==> config.mk <==
export PLATFORM = sky130hd
export DESIGN_NAME = fp_add_pipe
export DESIGN_NICKNAME = d
export VERILOG_FILES = /design/src/rtl/fp_pkg.sv /design/src/rtl/fp_lzc.sv /design/src/rtl/fp_add_pipe.sv
export SDC_FILE = /design/constraint.sdc
export NUM_CORES = 1
export LEC_CHECK = 0
export BUFFER_PORTS_ARGS = -buffer_cell sky130_fd_sc_hd__buf_2
export CAP_MARGIN = 15
export CORE_MARGIN = 2
export CORE_UTILIZATION = 32
export CTS_CLUSTER_DIAMETER = 80
export CTS_CLUSTER_SIZE = 12
export DETAILED_ROUTE_END_ITERATION = 6
export PLACE_DENSITY = 0.53
export SLEW_MARGIN = 20
export SYNTH_ARGS = -nofsm -noshare
export SYNTH_HDL_FRONTEND = slang
export SYNTH_HIERARCHICAL = 1
export SYNTH_SLANG_ARGS = --single-unit
==> constraint.sdc <==
create_clock -name clk -period 5.6 [get_ports clk]
set_input_delay 1.4 -clock clk [delete_from_list [all_inputs] [get_ports clk]]
set_output_delay 1.4 -clock clk [all_outputs]
set_load 0.02 [all_outputs]
==> src/rtl/fp_pkg.sv <==
// Shared definitions for the pipelined floating-point adder: default format,
// field helpers and the result classification used by the normalise stage.
package fp_pkg;

    localparam int EXP_W_DEF = 5;
    localparam int MAN_W_DEF = 10;
    localparam int FP_W_DEF  = 1 + EXP_W_DEF + MAN_W_DEF;

    typedef struct packed {
        logic                 sign;
        logic [EXP_W_DEF-1:0] exp;
        logic [MAN_W_DEF-1:0] frac;
    } fp_fields_t;

    typedef enum logic [2:0] {
        RES_NORMAL  = 3'd0,
        RES_ZERO    = 3'd1,
        RES_UNF     = 3'd2,
        RES_OVF     = 3'd3,
        RES_SPECIAL = 3'd4
    } res_class_t;

    function automatic int fp_sign_pos(input int exp_w, input int man_w);
        return exp_w + man_w;
    endfunction

    function automatic int fp_exp_lsb(input int man_w);
        return man_w;
    endfunction

    function automatic int fp_bias(input int exp_w);
        return (32'sd1 <<< (exp_w - 32'sd1)) - 32'sd1;
    endfunction

    function automatic fp_fields_t fp_unpack(input logic [FP_W_DEF-1:0] word);
        return fp_fields_t'(word);
    endfunction

endpackage

==> src/rtl/fp_lzc.sv <==
// Combinational leading-zero counter; an all-zero input reports W.
module fp_lzc #(
    parameter int W  = 15,
    parameter int CW = $clog2(W + 1)
) (
    input  logic [W-1:0]  value,
    output logic [CW-1:0] count
);

    // Scan upward so the highest set bit determines the final count.
    always_comb begin
        count = CW'(W);
        for (int i = 0; i < W; i++) begin
            if (value[i]) begin
                count = CW'(W - 1 - i);
            end else begin
                count = count;
            end
        end
    end

endmodule

==> src/rtl/fp_add_pipe.sv <==
// 3-stage pipelined FP adder/subtractor (align, add, normalise/round) with
// valid/ready flow control. Define FP_ADD_PIPE_RNE_EN for round-to-nearest-even; default truncates.
module fp_add_pipe
    import fp_pkg::*;
#(
    parameter int EXP_W = EXP_W_DEF,
    parameter int MAN_W = MAN_W_DEF
) (
    input  logic                 clk,
    input  logic                 rst_n,
    input  logic                 in_valid,
    output logic                 in_ready,
    input  logic [EXP_W+MAN_W:0] in_a,
    input  logic [EXP_W+MAN_W:0] in_b,
    input  logic                 in_sub,
    output logic                 out_valid,
    input  logic                 out_ready,
    output logic [EXP_W+MAN_W:0] out_res,
    output logic                 out_ovf,
    output logic                 out_unf,
    output logic                 out_zero
);

    localparam int FW = 1 + EXP_W + MAN_W;
    localparam int AW = EXP_W + MAN_W;
    localparam int MW = MAN_W + 4;
    localparam int SW = MAN_W + 5;
    localparam int XW = EXP_W + 2;
    localparam int CW = $clog2(SW + 1);

    localparam logic [EXP_W-1:0] EXP_ONES  = {EXP_W{1'b1}};
    localparam logic [EXP_W-1:0] EXP_ZERO  = {EXP_W{1'b0}};
    localparam logic [EXP_W-1:0] MAX_SHIFT = EXP_W'(MAN_W + 2);
    localparam logic [XW-1:0]    X_ONE     = {{(XW-1){1'b0}}, 1'b1};

    typedef struct packed {
        logic             sign;
        logic [EXP_W-1:0] exp;
        logic [MAN_W-1:0] frac;
    } fields_t;

    logic adv_s;

    fields_t          a_s, b_s;
    logic             b_eff_sign_s;
    logic [AW-1:0]    a_mag_s, b_mag_s, big_mag_s, small_mag_s;
    logic             big_sign_s, small_sign_s, small_nz_s;
    logic [MW-1:0]    big_man_s, small_man_s, small_al_s, lost_s;
    logic [EXP_W-1:0] exp_diff_s;
    logic             special_s;
    logic [FW-1:0]    special_res_s;

    logic             s1_valid_r, s1_big_sign_r, s1_small_sign_r, s1_special_r;
    logic [EXP_W-1:0] s1_exp_r;
    logic [MW-1:0]    s1_big_man_r, s1_small_man_r;
    logic [FW-1:0]    s1_special_res_r;

    logic             eff_sub_s;
    logic [SW-1:0]    sum_s;

    logic             s2_valid_r, s2_sign_r, s2_special_r;
    logic [EXP_W-1:0] s2_exp_r;
    logic [SW-1:0]    s2_sum_r;
    logic [FW-1:0]    s2_special_res_r;

    logic [CW-1:0]    lzc_s;
    logic [SW-1:0]    shifted_s;
    logic [XW-1:0]    exp_n_s, exp_f_s;
    logic             hid_s;
    logic [MAN_W-1:0] frac_s;
    res_class_t       cls_s;
    logic [FW-1:0]    res_s;
    logic             ovf_s, unf_s, zero_s;

    logic             out_valid_r, out_ovf_r, out_unf_r, out_zero_r;
    logic [FW-1:0]    out_res_r;

    assign adv_s     = out_ready | ~out_valid_r;
    assign in_ready  = adv_s;
    assign out_valid = out_valid_r;
    assign out_res   = out_res_r;
    assign out_ovf   = out_ovf_r;
    assign out_unf   = out_unf_r;
    assign out_zero  = out_zero_r;

    // Align: order operands by magnitude and shift the smaller mantissa with sticky collection.
    always_comb begin
        a_s          = in_a;
        b_s          = in_b;
        b_eff_sign_s = b_s.sign ^ in_sub;
        a_mag_s      = (a_s.exp == EXP_ZERO) ? {AW{1'b0}} : {a_s.exp, a_s.frac};
        b_mag_s      = (b_s.exp == EXP_ZERO) ? {AW{1'b0}} : {b_s.exp, b_s.frac};
        if (a_mag_s >= b_mag_s) begin
            big_mag_s    = a_mag_s;
            small_mag_s  = b_mag_s;
            big_sign_s   = a_s.sign;
            small_sign_s = b_eff_sign_s;
        end else begin
            big_mag_s    = b_mag_s;
            small_mag_s  = a_mag_s;
            big_sign_s   = b_eff_sign_s;
            small_sign_s = a_s.sign;
        end
        big_man_s   = {big_mag_s[AW-1:MAN_W] != EXP_ZERO, big_mag_s[MAN_W-1:0], 3'b000};
        small_man_s = {small_mag_s[AW-1:MAN_W] != EXP_ZERO, small_mag_s[MAN_W-1:0], 3'b000};
        exp_diff_s  = big_mag_s[AW-1:MAN_W] - small_mag_s[AW-1:MAN_W];
        small_nz_s  = (small_mag_s != {AW{1'b0}});
        lost_s      = {MW{1'b0}};
        if (exp_diff_s > MAX_SHIFT) begin
            small_al_s = {{(MW-1){1'b0}}, small_nz_s};
        end else begin
            lost_s     = small_man_s & ~({MW{1'b1}} << exp_diff_s);
            small_al_s = (small_man_s >> exp_diff_s) | {{(MW-1){1'b0}}, (lost_s != {MW{1'b0}})};
        end
        special_s     = (a_s.exp == EXP_ONES) | (b_s.exp == EXP_ONES);
        special_res_s = (a_s.exp == EXP_ONES) ? in_a : in_b;
    end

    // Stage 1 register.
    always_ff @(posedge clk or negedge rst_n) begin
        if (!rst_n) begin
            s1_valid_r       <= 1'b0;
            s1_big_sign_r    <= 1'b0;
            s1_small_sign_r  <= 1'b0;
            s1_special_r     <= 1'b0;
            s1_exp_r         <= {EXP_W{1'b0}};
            s1_big_man_r     <= {MW{1'b0}};
            s1_small_man_r   <= {MW{1'b0}};
            s1_special_res_r <= {FW{1'b0}};
        end else if (adv_s) begin
            s1_valid_r       <= in_valid;
            s1_big_sign_r    <= big_sign_s;
            s1_small_sign_r  <= small_sign_s;
            s1_special_r     <= special_s;
            s1_exp_r         <= big_mag_s[AW-1:MAN_W];
            s1_big_man_r     <= big_man_s;
            s1_small_man_r   <= small_al_s;
            s1_special_res_r <= special_res_s;
        end
    end

    // Add: magnitudes are ordered, so subtraction never goes negative.
    always_comb begin
        eff_sub_s = s1_big_sign_r ^ s1_small_sign_r;
        if (eff_sub_s) begin
            sum_s = {1'b0, s1_big_man_r} - {1'b0, s1_small_man_r};
        end else begin
            sum_s = {1'b0, s1_big_man_r} + {1'b0, s1_small_man_r};
        end
    end

    // Stage 2 register.
    always_ff @(posedge clk or negedge rst_n) begin
        if (!rst_n) begin
            s2_valid_r       <= 1'b0;
            s2_sign_r        <= 1'b0;
            s2_special_r     <= 1'b0;
            s2_exp_r         <= {EXP_W{1'b0}};
            s2_sum_r         <= {SW{1'b0}};
            s2_special_res_r <= {FW{1'b0}};
        end else if (adv_s) begin
            s2_valid_r       <= s1_valid_r;
            s2_sign_r        <= s1_big_sign_r;
            s2_special_r     <= s1_special_r;
            s2_exp_r         <= s1_exp_r;
            s2_sum_r         <= sum_s;
            s2_special_res_r <= s1_special_res_r;
        end
    end

    fp_lzc #(.W(SW), .CW(CW)) u_lzc (
        .value (s2_sum_r),
        .count (lzc_s)
    );

    // Shifting by the full lzc covers both the carry-out and cancellation cases in one step.
    assign shifted_s = s2_sum_r << lzc_s;
    assign exp_n_s   = {2'b00, s2_exp_r} + X_ONE - XW'(lzc_s);

`ifdef FP_ADD_PIPE_RNE_EN
    logic [MW-1:0] norm_s;
    logic          round_up_s, rnd_carry_s;

    // Round to nearest even; a carry out of the fraction bumps the exponent.
    always_comb begin
        norm_s                = {shifted_s[SW-1:2], shifted_s[1] | shifted_s[0]};
        hid_s                 = norm_s[MW-1];
        round_up_s            = norm_s[2] & (norm_s[1] | norm_s[0] | norm_s[3]);
        {rnd_carry_s, frac_s} = {1'b0, norm_s[MW-2:3]} + {{MAN_W{1'b0}}, round_up_s};
        exp_f_s               = exp_n_s + {{(XW-1){1'b0}}, rnd_carry_s};
    end
`else
    logic [MAN_W:0] trunc_s;

    // Truncate: keep the hidden bit and fraction, drop guard/round/sticky.
    always_comb begin
        trunc_s = (MAN_W + 1)'(shifted_s >> (SW - MAN_W - 1));
        hid_s   = trunc_s[MAN_W];
        frac_s  = trunc_s[MAN_W-1:0];
        exp_f_s = exp_n_s;
    end
`endif

    // Classify and build the final result and flags.
    always_comb begin
        if (s2_special_r) begin
            cls_s = RES_SPECIAL;
        end else if (!hid_s) begin
            cls_s = RES_ZERO;
        end else if (exp_n_s[XW-1] || (exp_n_s == {XW{1'b0}})) begin
            cls_s = RES_UNF;
        end else if (exp_f_s >= {2'b00, EXP_ONES}) begin
            cls_s = RES_OVF;
        end else begin
            cls_s = RES_NORMAL;
        end
        res_s  = {FW{1'b0}};
        ovf_s  = 1'b0;
        unf_s  = 1'b0;
        zero_s = 1'b0;
        case (cls_s)
            RES_SPECIAL: begin
                res_s = s2_special_res_r;
                ovf_s = 1'b1;
            end
            RES_ZERO: begin
                zero_s = 1'b1;
            end
            RES_UNF: begin
                res_s  = {s2_sign_r, {AW{1'b0}}};
                unf_s  = 1'b1;
                zero_s = 1'b1;
            end
            RES_OVF: begin
                res_s = {s2_sign_r, EXP_ONES, {MAN_W{1'b0}}};
                ovf_s = 1'b1;
            end
            RES_NORMAL: begin
                res_s = {s2_sign_r, exp_f_s[EXP_W-1:0], frac_s};
            end
            default: begin
                res_s = {FW{1'b0}};
            end
        endcase
    end

    // Output register; result and flags hold while the consumer stalls.
    always_ff @(posedge clk or negedge rst_n) begin
        if (!rst_n) begin
            out_valid_r <= 1'b0;
            out_res_r   <= {FW{1'b0}};
            out_ovf_r   <= 1'b0;
            out_unf_r   <= 1'b0;
            out_zero_r  <= 1'b0;
        end else if (adv_s) begin
            out_valid_r <= s2_valid_r;
            if (s2_valid_r) begin
                out_res_r  <= res_s;
                out_ovf_r  <= ovf_s;
                out_unf_r  <= unf_s;
                out_zero_r <= zero_s;
            end
        end
    end

endmodule

==> results.py <==
metrics = {
    "grt": {
        "grt_usage_pct": 16.1,
        "antenna_found_initial": 0,
        "grt.overflow.total": 0,
        "grt_max_degree": 74,
        "grt_pass1_vias": 6287,
        "grt_pass1_wl_um": 33500,
    },
    "sta": {
        "tightest_slew_ps": 1060,
        "slew_violations": 0,
        "setup_viol": 0,
        "fin_ws_ps": 604,
        "period_share_pct": 89.2,
        "fmax_mhz": 200,
        "max_slew_margin_pct": 29.2,
        "setup_tns_ps": 0,
        "period_minus_slack_ps": 5000,
        "final_hold_viol_count": 0,
        "clock_skew_ps": 8.09,
        "rsz0062_at_grt": "false",
    },
    "drt": {
        "drtPass1Iterations": 5,
        "initialDrtViolationCount": 461,
        "routedWlPerCell_um": 15.6,
        "post-route-drc-count": 0,
        "wl_um": 20200,
        "num_vias": 6555,
        "viasPerCell": 5.05,
        "postRouteAntennaNets": 0,
    },
    "floorplanning": {
        "fp-row-count": 57,
        "initial_utilization_pct": 32.2,
        "dieArea_um2": 25600,
        "fp.coreArea_um2": 24100,
        "die_height_um": 160,
        "chipWidth_um": 160,
        "ios": 58,
    },
    "clock_tree": {
        "cts_tree": "built",
        "clock_path_buffers": 2,
        "cts_max_level": 3,
        "cts_buffers": 9,
        "clk_pin_slew_worst_paths_ps": 80,
        "postCtsResizedCells": 0,
        "clock_sinks": 109,
        "clock_latency_ps": 350,
        "postCtsHoldBufs": 0,
        "cts_setup_buffers": 0,
        "root_buffer": "clkbuf_16",
    },
    "worst_setup_path": {
        "crit_arrival_ps": 5200,
        "end_kind": "register",
        "path_class": "input port to register",
        "r2r_cells": 15,
        "cp.required_ps": 5810,
        "cp-start-kind": "input port",
        "cp_max_fo": 14,
    },
    "place": {
        "io_buffers": 57,
        "pre_cts_slack_ps": 249,
        "gp_congestion": 0.868,
        "placed_cell_area_um2": 8370,
        "dp.final_hpwl_um": 15300,
    },
    "yosys": {
        "synthArstFlopShare_pct": 100,
        "yosys.area.top_type": "dfrtp_1",
        "synth_warnings": 6,
        "netlist_instances": 937,
        "synth_cell_types": 73,
        "netlist_area_um2": 7770,
        "synth_top_cells_by_area": "dfrtp_1 (35%), nand2_1 (9.0%), mux2i_1 (8.1%)",
        "syn_nets": 1024,
        "synth_top_area_share_pct": 35.1,
        "synth_ff_type": "dfrtp_1",
        "yosysSeqAreaShare_pct": 35.1,
        "synth_edf_count": 0,
        "ys_ff_latch": 109,
        "syn_avg_cell_area_um2": 8.30,
    },
    "power_and_ir_drop": {
        "vdd_drop_max_v": 0.000198,
        "p_leak_uw": 0.00408,
        "powerDensity_nw_per_um2": 504,
        "power_uw": 4370,
    },
    "finish": {
        "final_util_pct": 35.9,
        "drive_gt1_share_pct": 11.7,
        "fin_area_um2": 8660,
        "syn_to_final_growth_pct": 11.4,
        "num_antenna_cells": 0,
        "fin_nets": 1056,
    },
    "status": {
        "status": "completed",
    },
    "min_path": {
        "hold_path_depth": 2,
        "hp-class": "register to register",
    },
    "flow_run": {
        "maxCapViolCount": 0,
    },
}
## path summary, 6_finish.rpt
| path | slack [ps] | end | from |
|---|---|---|---|
| max in group asynchronous | 3400 | s2_sum_r[8] | rst_n |
| worst min register to register | 470 | s2_special_res_r[5] | s1_special_res_r[5] |
| worst max register to register | 940 | out_res[2] | s2_sum_r[12] |
| worst min-delay path | 470 | s2_special_res_r[5] | s1_special_res_r[5] |
| worst max-delay path | 600 | s1_small_man_r[8] | in_a[11] |
| min in group asynchronous | 1180 | out_res[12] | rst_n |
## power by group
part	total, uW	switching (uW)	leakage, uW	internal [uW]
clock network	626	316	0.000137	311
logic	2420	1430	0.00260	989
registers	1330	269	0.00134	1060
## through the flow
stage | hold WS, ps | std cells
after floorplan | 439 | 937
after global placement | 453 | 1282
after detailed placement | 457 | 1282
after CTS | 469 | 1298
after global routing | 494 | 1298
final | 470 | 1298
## synth_stat cells, types with 3 or more instances
cell / instances
a211oi_1: 9
a21o_1: 7
a21oi_1: 71
a22o_1: 18
a22oi_1: 6
a31oi_1: 13
and3_1: 4
buf_1: 5
buf_2: 5
clkbuf_1: 39
dfrtp_1: 109
ha_1: 48
inv_1: 53
mux2_2: 3
mux2i_1: 63
mux4_2: 3
nand2_1: 187
nand2b_1: 7
nand3_1: 8
nor2_1: 69
nor2b_1: 7
nor3_1: 11
nor4_1: 6
o211ai_1: 3
o21a_1: 8
o21ai_0: 72
o21ai_1: 3
o21bai_1: 4
o22ai_1: 5
o31ai_1: 12
or3_1: 6
xnor2_1: 14
xor2_1: 4
## worst max-delay path, cell delays in order
cell and delay (ps):
buf_2 140, nor4_1 280, nand2_1 90, buf_4 190
nand2_1 100, inv_1 70, ha_1 290, a21o_1 110
a31oi_1 40, o21bai_1 330, a21o_2 290, nand3_1 140
o21a_1 130, ha_1 190, a211oi_2 250, o211ai_1 170
xor2_2 210, or2_1 350, o31ai_1 420
## cell families after synthesis
kind of cell	share of synthesized area (%)
AO/OA/AOI/OAI	20.8
multiplexers	9.42
AND/OR/NAND/NOR	18.2
XOR/XNOR	2.24
flip-flops	35.1
adder cells (fa/ha/maj)	8.24
buffers and inverters	6.05
## sequential cells by signal, indices dropped and copies added, names as in the netlist, 5 cells and up
signal / cells
s1_big_man_r: 11
s2_exp_r: 5
s2_sum_r: 15
s1_exp_r: 5
out_res: 16
s2_special_res_r: 16
s1_small_man_r: 14
s1_special_res_r: 16
## per-layer routing
layer / track usage [%] / wire, um
met3: 2.34 / 710
met2: 24.2 / 8830
met1: 24.2 / 10400
met5: 0 / 0
met4: 4.14 / 280
## area by class of cell
type                    count  area (um^2)
inverters                  54          203
flip-flops and latches    109         2730
clock buffers              10          229
repair buffers             76          430
multi-input cells         719         4610
clock inverters             6         55.1
fillers                  2629        15400
well taps                 324          405
## cells in the final DEF (no fill, tap or decap), drive strengths merged, types with 10 or more instances in the layout
cell,count
a211oi,10
a21oi,71
a22o,18
a31oi,13
buf,76
clkbuf,10
dfrtp,109
ha,48
inv,57
mux2i,63
nand2,187
nor2,69
nor3,14
o21ai,76
o31ai,12
xnor2,14
Power figures use the tool's default switching activity.
